`src/rtl/wash_phase_scheduler_pkg.sv`:
```
// Shared types and constants for the wash phase scheduler.
//   state_e      : session state (idle, run, door-open hold, fault)
//   phase_t      : one-hot registered phase {fill, wash, drain, spin}
//   fault_code_t : fault cause reported on fault_code
//   Prog*        : program select codes
package wm_sched_pkg;

    typedef enum logic [1:0] {
        StIdle,
        StRun,
        StHold,
        StFault
    } state_e;

    typedef logic [3:0] phase_t;

    localparam phase_t PhNone  = 4'b0000;
    localparam phase_t PhFill  = 4'b1000;
    localparam phase_t PhWash  = 4'b0100;
    localparam phase_t PhDrain = 4'b0010;
    localparam phase_t PhSpin  = 4'b0001;

    typedef logic [1:0] fault_code_t;

    localparam fault_code_t FcNone    = 2'd0;
    localparam fault_code_t FcFill    = 2'd1;
    localparam fault_code_t FcDrain   = 2'd2;
    localparam fault_code_t FcOverlap = 2'd3;

    localparam logic [1:0] ProgQuick  = 2'd0;
    localparam logic [1:0] ProgNormal = 2'd1;
    localparam logic [1:0] ProgHeavy  = 2'd2;
    localparam logic [1:0] ProgRsvd   = 2'd3;

    // True when more than one bit is set (clearing the lowest set bit leaves something).
    function automatic logic multi_hot(input phase_t v);
        return (v & (v - 4'd1)) != 4'd0;
    endfunction

endpackage

```
`src/rtl/wash_phase_scheduler_if.sv`:
```
// Bus between the washing-machine controller and the phase scheduler.
//   controller -> scheduler : prog_sel, prog_load, fill_run, wash_run, drain_run, spin_run,
//                             doorclose, done, fault_clr
//   scheduler -> controller : cycletime_out, spintime_out, busy, fault, fault_code, remaining
// master = controller side, slave = scheduler side.
interface wash_phase_scheduler_if #(
    parameter int unsigned CNT_W = 12
);
    logic [1:0]       prog_sel;
    logic             prog_load;
    logic             fill_run;
    logic             wash_run;
    logic             drain_run;
    logic             spin_run;
    logic             doorclose;
    logic             done;
    logic             fault_clr;
    logic             cycletime_out;
    logic             spintime_out;
    logic             busy;
    logic             fault;
    logic [1:0]       fault_code;
    logic [CNT_W-1:0] remaining;

    modport master (
        output prog_sel, prog_load, fill_run, wash_run, drain_run, spin_run,
               doorclose, done, fault_clr,
        input  cycletime_out, spintime_out, busy, fault, fault_code, remaining
    );

    modport slave (
        input  prog_sel, prog_load, fill_run, wash_run, drain_run, spin_run,
               doorclose, done, fault_clr,
        output cycletime_out, spintime_out, busy, fault, fault_code, remaining
    );
endinterface

```
`src/rtl/wash_phase_scheduler_prescaler.sv`:
```
// Timing-tick prescaler: counts 0..TICK_DIV-1 while enabled and wraps.
//   clk, rst : clock, async active-low reset
//   en       : advance the count this cycle
//   clr      : return the count to 0 (wins over en)
//   tick     : high in an enabled cycle whose count is TICK_DIV-1
module wm_tick_prescaler #(
    parameter int unsigned TICK_DIV = 1000
) (
    input  logic clk,
    input  logic rst,
    input  logic en,
    input  logic clr,
    output logic tick
);
    localparam int unsigned W = $clog2(TICK_DIV);
    localparam logic [W-1:0] Last = W'(TICK_DIV - 1);

    logic [W-1:0] cnt_q, cnt_d;

    always_comb begin
        cnt_d = cnt_q;
        if (clr) begin
            cnt_d = '0;
        end else if (en) begin
            cnt_d = (cnt_q == Last) ? '0 : cnt_q + W'(1);
        end
    end

    always_ff @(posedge clk or negedge rst) begin
        if (!rst) begin
            cnt_q <= '0;
        end else begin
            cnt_q <= cnt_d;
        end
    end

    assign tick = en && !clr && (cnt_q == Last);
endmodule

```
`src/rtl/wash_phase_scheduler.sv`:
```
// Phase timing and supervision for the washing-machine sequencer.
//   clk, rst : clock, async active-low reset
//   bus      : slave side of wash_phase_scheduler_if (program load, phase activity, door,
//              done, fault clear in; timed pulses, busy, fault, fault_code, remaining out)
// Wash/rinse and spin phases get a one-cycle elapsed pulse; fill and drain are bounded by
// timeouts; overlapping phase requests raise a sticky fault.
module wash_phase_scheduler
    import wm_sched_pkg::*;
#(
    parameter int unsigned TICK_DIV    = 1000,
    parameter int unsigned CNT_W       = 12,
    parameter int unsigned QUICK_WASH  = 20,
    parameter int unsigned NORMAL_WASH = 40,
    parameter int unsigned HEAVY_WASH  = 60,
    parameter int unsigned QUICK_SPIN  = 10,
    parameter int unsigned NORMAL_SPIN = 20,
    parameter int unsigned HEAVY_SPIN  = 30,
    parameter int unsigned FILL_LIMIT  = 50,
    parameter int unsigned DRAIN_LIMIT = 50
) (
    input logic                  clk,
    input logic                  rst,
    wash_phase_scheduler_if.slave bus
);
    typedef logic [CNT_W-1:0] cnt_t;

    state_e      state_q, state_d;
    phase_t      phase_q, phase_d;
    cnt_t        cnt_q, cnt_d;
    cnt_t        wash_len_q, wash_len_d;
    cnt_t        spin_len_q, spin_len_d;
    fault_code_t code_q, code_d;
    logic        cyc_q, cyc_d;
    logic        spn_q, spn_d;

    // A zero-length phase would never match len-1, so it is stretched to one tick.
    function automatic cnt_t nonzero(input int unsigned v);
        return (v == 0) ? cnt_t'(1) : cnt_t'(v);
    endfunction

    cnt_t wash_sel, spin_sel;
    always_comb begin
        unique case (bus.prog_sel)
            ProgQuick: begin
                wash_sel = nonzero(QUICK_WASH);
                spin_sel = nonzero(QUICK_SPIN);
            end
            ProgHeavy: begin
                wash_sel = nonzero(HEAVY_WASH);
                spin_sel = nonzero(HEAVY_SPIN);
            end
            default: begin  // ProgNormal and ProgRsvd
                wash_sel = nonzero(NORMAL_WASH);
                spin_sel = nonzero(NORMAL_SPIN);
            end
        endcase
    end

    phase_t phase_in;
    logic   in_run, overlap, entry, psc_en, psc_clr, tick;
    cnt_t   cnt_inc;
    logic   wash_hit, spin_hit, fill_to, drain_to;

    assign phase_in = {bus.fill_run, bus.wash_run, bus.drain_run, bus.spin_run};
    assign in_run   = (state_q == StRun);
    assign overlap  = in_run && multi_hot(phase_in);
    assign entry    = in_run && (phase_in != phase_q);

    // Prescaler only runs on RUN cycles that keep the same phase; the entry cycle restarts it.
    assign psc_en  = in_run && !overlap && !bus.done && !entry;
    assign psc_clr = ((state_q == StIdle) && bus.prog_load)
                   || (in_run && !overlap && (bus.done || entry))
                   || ((state_q == StHold) && bus.done)
                   || ((state_q == StFault) && bus.fault_clr);

    wm_tick_prescaler #(
        .TICK_DIV (TICK_DIV)
    ) u_prescaler (
        .clk  (clk),
        .rst  (rst),
        .en   (psc_en),
        .clr  (psc_clr),
        .tick (tick)
    );

    assign cnt_inc  = (cnt_q == '1) ? cnt_q : cnt_q + cnt_t'(1);
    assign wash_hit = tick && (phase_q == PhWash) && (cnt_q == wash_len_q - cnt_t'(1));
    assign spin_hit = tick && (phase_q == PhSpin) && (cnt_q == spin_len_q - cnt_t'(1));
    assign fill_to  = tick && (phase_q == PhFill) && (cnt_inc >= cnt_t'(FILL_LIMIT));
    assign drain_to = tick && (phase_q == PhDrain) && (cnt_inc >= cnt_t'(DRAIN_LIMIT));

    always_comb begin
        state_d    = state_q;
        phase_d    = phase_q;
        cnt_d      = cnt_q;
        wash_len_d = wash_len_q;
        spin_len_d = spin_len_q;
        code_d     = code_q;
        cyc_d      = 1'b0;
        spn_d      = 1'b0;
        unique case (state_q)
            StIdle: begin
                if (bus.prog_load) begin
                    wash_len_d = wash_sel;
                    spin_len_d = spin_sel;
                    phase_d    = PhNone;
                    cnt_d      = '0;
                    state_d    = StRun;
                end
            end
            StRun: begin
                if (overlap) begin
                    state_d = StFault;
                    code_d  = FcOverlap;
                end else if (bus.done) begin
                    state_d = StIdle;
                    phase_d = PhNone;
                    cnt_d   = '0;
                end else begin
                    phase_d = phase_in;
                    if (entry) begin
                        cnt_d = '0;
                    end else if (tick && (phase_q != PhNone)) begin
                        cnt_d = cnt_inc;
                    end
                    if (fill_to) begin
                        state_d = StFault;
                        code_d  = FcFill;
                    end else if (drain_to) begin
                        state_d = StFault;
                        code_d  = FcDrain;
                    end else if (!bus.doorclose) begin
                        state_d = StHold;
                    end
                    // Pulses only leave while the session keeps running.
                    cyc_d = wash_hit && (state_d == StRun);
                    spn_d = spin_hit && (state_d == StRun);
                end
            end
            StHold: begin
                if (bus.done) begin
                    state_d = StIdle;
                    phase_d = PhNone;
                    cnt_d   = '0;
                end else if (bus.doorclose) begin
                    state_d = StRun;
                end
            end
            StFault: begin
                if (bus.fault_clr) begin
                    state_d = StIdle;
                    code_d  = FcNone;
                    phase_d = PhNone;
                    cnt_d   = '0;
                end
            end
            default: state_d = StIdle;
        endcase
    end

    always_ff @(posedge clk or negedge rst) begin
        if (!rst) begin
            state_q    <= StIdle;
            phase_q    <= PhNone;
            cnt_q      <= '0;
            wash_len_q <= '0;
            spin_len_q <= '0;
            code_q     <= FcNone;
            cyc_q      <= 1'b0;
            spn_q      <= 1'b0;
        end else begin
            state_q    <= state_d;
            phase_q    <= phase_d;
            cnt_q      <= cnt_d;
            wash_len_q <= wash_len_d;
            spin_len_q <= spin_len_d;
            code_q     <= code_d;
            cyc_q      <= cyc_d;
            spn_q      <= spn_d;
        end
    end

    cnt_t remaining;
    always_comb begin
        remaining = '0;
        if ((state_q == StRun) || (state_q == StHold)) begin
            if ((phase_q == PhWash) && (cnt_q < wash_len_q)) begin
                remaining = wash_len_q - cnt_q;
            end else if ((phase_q == PhSpin) && (cnt_q < spin_len_q)) begin
                remaining = spin_len_q - cnt_q;
            end
        end
    end

    assign bus.cycletime_out = cyc_q;
    assign bus.spintime_out  = spn_q;
    assign bus.busy          = (state_q == StRun) || (state_q == StHold);
    assign bus.fault         = (state_q == StFault);
    assign bus.fault_code    = code_q;
    assign bus.remaining     = remaining;
endmodule
```
`src/flat_wrapper.sv`:
```
// flat-port wrapper written by rule: the top's interface ports become plain ports
module wash_phase_scheduler_flat import wm_sched_pkg::*;
#(
    parameter int unsigned TICK_DIV    = 1000,
    parameter int unsigned CNT_W       = 12,
    parameter int unsigned QUICK_WASH  = 20,
    parameter int unsigned NORMAL_WASH = 40,
    parameter int unsigned HEAVY_WASH  = 60,
    parameter int unsigned QUICK_SPIN  = 10,
    parameter int unsigned NORMAL_SPIN = 20,
    parameter int unsigned HEAVY_SPIN  = 30,
    parameter int unsigned FILL_LIMIT  = 50,
    parameter int unsigned DRAIN_LIMIT = 50
)
  (clk, rst, bus_prog_sel, bus_prog_load, bus_fill_run, bus_wash_run, bus_drain_run, bus_spin_run, bus_doorclose, bus_done, bus_fault_clr, bus_cycletime_out, bus_spintime_out, bus_busy, bus_fault, bus_fault_code, bus_remaining);
  wash_phase_scheduler_if #(.CNT_W(CNT_W)) bus_i ();
  input logic clk;
  input logic rst;
  input wire logic [$bits(bus_i.prog_sel)-1:0] bus_prog_sel;
  input wire logic [$bits(bus_i.prog_load)-1:0] bus_prog_load;
  input wire logic [$bits(bus_i.fill_run)-1:0] bus_fill_run;
  input wire logic [$bits(bus_i.wash_run)-1:0] bus_wash_run;
  input wire logic [$bits(bus_i.drain_run)-1:0] bus_drain_run;
  input wire logic [$bits(bus_i.spin_run)-1:0] bus_spin_run;
  input wire logic [$bits(bus_i.doorclose)-1:0] bus_doorclose;
  input wire logic [$bits(bus_i.done)-1:0] bus_done;
  input wire logic [$bits(bus_i.fault_clr)-1:0] bus_fault_clr;
  output wire logic [$bits(bus_i.cycletime_out)-1:0] bus_cycletime_out;
  output wire logic [$bits(bus_i.spintime_out)-1:0] bus_spintime_out;
  output wire logic [$bits(bus_i.busy)-1:0] bus_busy;
  output wire logic [$bits(bus_i.fault)-1:0] bus_fault;
  output wire logic [$bits(bus_i.fault_code)-1:0] bus_fault_code;
  output wire logic [$bits(bus_i.remaining)-1:0] bus_remaining;
  assign bus_i.prog_sel = bus_prog_sel;
  assign bus_i.prog_load = bus_prog_load;
  assign bus_i.fill_run = bus_fill_run;
  assign bus_i.wash_run = bus_wash_run;
  assign bus_i.drain_run = bus_drain_run;
  assign bus_i.spin_run = bus_spin_run;
  assign bus_i.doorclose = bus_doorclose;
  assign bus_i.done = bus_done;
  assign bus_i.fault_clr = bus_fault_clr;
  assign bus_cycletime_out = bus_i.cycletime_out;
  assign bus_spintime_out = bus_i.spintime_out;
  assign bus_busy = bus_i.busy;
  assign bus_fault = bus_i.fault;
  assign bus_fault_code = bus_i.fault_code;
  assign bus_remaining = bus_i.remaining;
  wash_phase_scheduler #(.TICK_DIV(TICK_DIV), .CNT_W(CNT_W), .QUICK_WASH(QUICK_WASH), .NORMAL_WASH(NORMAL_WASH), .HEAVY_WASH(HEAVY_WASH), .QUICK_SPIN(QUICK_SPIN), .NORMAL_SPIN(NORMAL_SPIN), .HEAVY_SPIN(HEAVY_SPIN), .FILL_LIMIT(FILL_LIMIT), .DRAIN_LIMIT(DRAIN_LIMIT)) u_core (.clk(clk), .rst(rst), .bus(bus_i));
endmodule
```
`config.mk`:
```
export PLATFORM = sky130hd
export DESIGN_NAME = wash_phase_scheduler_flat
export DESIGN_NICKNAME = d
export VERILOG_FILES = /design/src/rtl/wash_phase_scheduler_pkg.sv /design/src/rtl/wash_phase_scheduler_if.sv /design/src/rtl/wash_phase_scheduler_prescaler.sv /design/src/rtl/wash_phase_scheduler.sv /design/src/flat_wrapper.sv
export SDC_FILE = /design/constraint.sdc
export NUM_CORES = 1
export LEC_CHECK = 0
export CELL_PAD_IN_SITES_DETAIL_PLACEMENT = 1
export CELL_PAD_IN_SITES_GLOBAL_PLACEMENT = 2
export CORE_MARGIN = 2
export CORE_UTILIZATION = 30
export CTS_CLUSTER_DIAMETER = 80
export DETAILED_ROUTE_END_ITERATION = 8
export DONT_BUFFER_PORTS = 1
export GPL_TIMING_DRIVEN = 0
export PLACE_DENSITY_LB_ADDON = 0.25
export SETUP_SLACK_MARGIN = 0.02
export SLEW_MARGIN = 5
export SYNTH_ARGS = -nofsm -noshare
export SYNTH_HDL_FRONTEND = slang
export SYNTH_SLANG_ARGS = --single-unit
```
`constraint.sdc`:
```
create_clock -name clk -period 4.4 [get_ports clk]
set_input_delay 0.44 -clock clk [delete_from_list [all_inputs] [get_ports clk]]
set_output_delay 0.44 -clock clk [all_outputs]
set_load 0.02 [all_outputs]
```
==> impl_metrics.json <==
{
  "yosys_register_bits": 34,
  "die_y_um": 105,
  "syn_to_final_growth_pct": 10.5,
  "finalClockSkew_ns": 0.00706,
  "grt_max_degree": 35,
  "netlist_instances": 370,
  "routedWlPerCell_um": 18.1,
  "hold_viol": 0,
  "grt_setup_unrepaired": "false",
  "via_count": 2796,
  "n_fill_cell": 1224,
  "via_per_inst": 5.43,
  "fin_nets": 415,
  "synth_edf_count": 0,
  "cp.buffers_inverters": 1,
  "crit_path_start_kind": "flop",
  "worstPathRequired_ns": 3.96,
  "yosysUniqueCellTypes": 68,
  "grt_pass1_wl_mm": 15.7,
  "timing.setup.tns_ns": 0,
  "grt_remaining_overflow": 0,
  "worstMarginPinSlew_ns": 0.881,
  "synth_area_leader_cell": "dfrtp_1",
  "cts.sinks": 34,
  "grt_usage": 0.176,
  "synth_top_area_frac": 0.280,
  "crit_family": "simple AND/OR/NAND/NOR gates",
  "status": "completed",
  "slowest_delay_ns": 0.73,
  "tritoncts": "yes",
  "slew_violations": 0,
  "place_inst": 505,
  "diodes": 0,
  "yosys_warnings": 0,
  "syn_avg_cell_area_um2": 8.21,
  "rows": 36,
  "setup_violations": 0,
  "synthArstFlopShare": 1.00,
  "fmax_ghz": 0.264,
  "routed_wl_mm": 9.32,
  "critPathKind": "flop to output pin",
  "slowest_stage": "nor3_1",
  "drt_iter0_markers": 106,
  "drv_cap": 0,
  "cp_data_arrival_time_ns": 3.35,
  "p_per_area_nw_per_um2": 449,
  "period_needed_ns": 3.79,
  "first_pass_iters": 4,
  "finalNonFillerCells": 515,
  "crit_fanout": 8,
  "cts-resized-gates": 0,
  "core_um2": 9820,
  "yosys-top-cells-count": "nand2_1 (37), dfrtp_1 (34), nor2_1 (24), o21ai_0 (24)",
  "drcViolationCount": 0,
  "worstHoldPathType": "input port to flop",
  "die_w_um": 105,
  "r2r_setup_slack_ns": 1.47,
  "start_util": 0.309,
  "fin_crit_sh": 0.862,
  "place_hpwl_mm": 7.13,
  "crit_path_cell_trace": "inv_1, fa_1, nor2b_1, o21ai_0, nand2b_1, a21oi_1, nor3_1, o21ai_0, a21oi_1",
  "drtAntennaViolNets": 0,
  "ir_drop_mv": 0.219,
  "synth_area_um2": 3040,
  "htree_levels": 2,
  "ios": 30,
  "buffer_ports.inserted": 0,
  "grt_antenna_before_repair": 0,
  "end_kind": "output pin",
  "cts_buffer_depth": 2,
  "max_slew_margin": 0.408,
  "cts_buffers": 5,
  "synthFlopType": "dfrtp_1",
  "path_clk_slew_ns": 0.08,
  "yosys.cell_count.top_type": "nand2_1",
  "power.leakage_nw": 1.31,
  "ys_seq_area_frac": 0.280,
  "root_buffer": "clkbuf_8",
  "clk_latency_ns": 0.30,
  "dieArea_um2": 10900,
  "grt_pass1_vias": 3007,
  "synth.area.top_cells": "dfrtp_1 (28%), ha_1 (8.6%), xnor2_1 (4.6%), nand2_1 (4.6%), o21ai_0 (4.0%)",
  "drive_gt1_frac": 0.0864,
  "place.gp.congestion": 0.802
}
## cells by family after synthesis
family | after synthesis | synth area share
other cells | 1 | 0.00123
buf+inv | 37 | 0.0527
simple gates | 151 | 0.276
flops | 34 | 0.280
compound gates | 97 | 0.214
xor+xnor | 22 | 0.0634
fa+ha+maj | 23 | 0.0968
mux | 5 | 0.0165
## where the power goes
group / internal [mW] / leakage [nW] / switching, mW
Sequential: 0.353 / 0.460 / 0.0712
Clock: 0.169 / 0.0504 / 0.137
Combinational: 0.284 / 0.801 / 0.492
## flip-flops by register name, summed over array words and instances (netlist names)
name / cells
u_core.bus.cycletime_out: 1
u_core.bus.fault_code: 2
u_core.bus.spintime_out: 1
u_core.cnt_q: 12
u_core.phase_q: 4
u_core.spin_len_q: 2
u_core.state_q: 2
u_core.u_prescaler.cnt_q: 10
## cells in the final DEF, fill, tap and decap left out, drive strengths merged, types with 2 or more instances in the layout
cell       n
nand2     37
dfrtp     34
o21ai     25
nor2      24
inv       22
nand3     22
a21oi     21
ha        21
xnor2     16
nor3      13
clkbuf    12
nor2b     10
buf        9
nand4      7
a22oi      7
o31ai      7
xor2       6
a31oi      6
nor4       6
nand2b     5
mux2i      5
or3        5
and3       4
and2       4
o41ai      4
or2        4
nor4b      3
o21bai     3
a21o       3
conb       3
o311a      2
and4b      2
o22ai      2
a2bb2oi    2
clkinvlp   2
## worst register-to-register path, delay by kind of cell (launching register included)
family | cells | cell delay (ns)
compound gates | 2 | 0.48
fa+ha+maj | 1 | 0.21
mux | 1 | 0.27
simple gates | 4 | 1.10
flops | 1 | 0.53
buf+inv | 1 | 0.22
## worst paths after layout
check                           depth (start not counted)                     endpoint                   startpoint
worst max-delay path                                    9            bus_remaining[11]         u_core.spin_len_q[3]
worst min-delay path                                    1         u_core.spin_len_q[3]              bus_prog_sel[0]
max in group asynchronous                               2            u_core.phase_q[1]                          rst
worst max register to register                          9            u_core.state_q[0]              u_core.cnt_q[0]
worst min register to register                          1  u_core.u_prescaler.cnt_q[9]  u_core.u_prescaler.cnt_q[9]
min in group asynchronous                               2              u_core.cnt_q[3]                          rst
## layout make-up
class	count	area [µm²]	area share
multi-input cells	301	2030	0.606
flip-flops and latches	34	851	0.254
plain buffers	15	77.6	0.0231
well taps	133	166	0.0496
inverters	22	82.6	0.0246
clock buffers	5	68.8	0.0205
repair buffers	2	30.0	0.00895
clock inverters	3	45.0	0.0134
## metrics by stage
stage | utilization | cell area [µm²] | hold WS, ns | worst slack [ns] | power, mW
6_report | 0.342 | 3360 | 0.254 | 0.609 | 1.51
5_1_grt | 0.342 | 3360 | 0.257 | 0.317 | 1.63
4_1_cts | 0.342 | 3360 | 0.244 | 0.507 | 1.53
3_5_place_dp | 0.327 | 3210 | 0.147 | 0.846 | 1.20
3_3_place_gp | 0.327 | 3210 | 0.147 | 0.898 | 1.18
2_1_floorplan | - | 3050 | 0.144 | 1.55 | 1.00
## metal layers
metal	share of wire	GRT usage	vias to the layer above
met5	0	0	-
met4	0.0097	0.0352	0
met3	0.025	0.0231	8
met2	0.48	0.304	36
met1	0.48	0.236	1385
li1	-	-	1367
## timing repair
item | 4_1_cts | 5_1_grt
hold buffers | 2 | 0
buffers inserted | 0 | 0
endpoints found under the hold margin | 34 | 0
No activity file was read; power rests on OpenSTA's default activity.
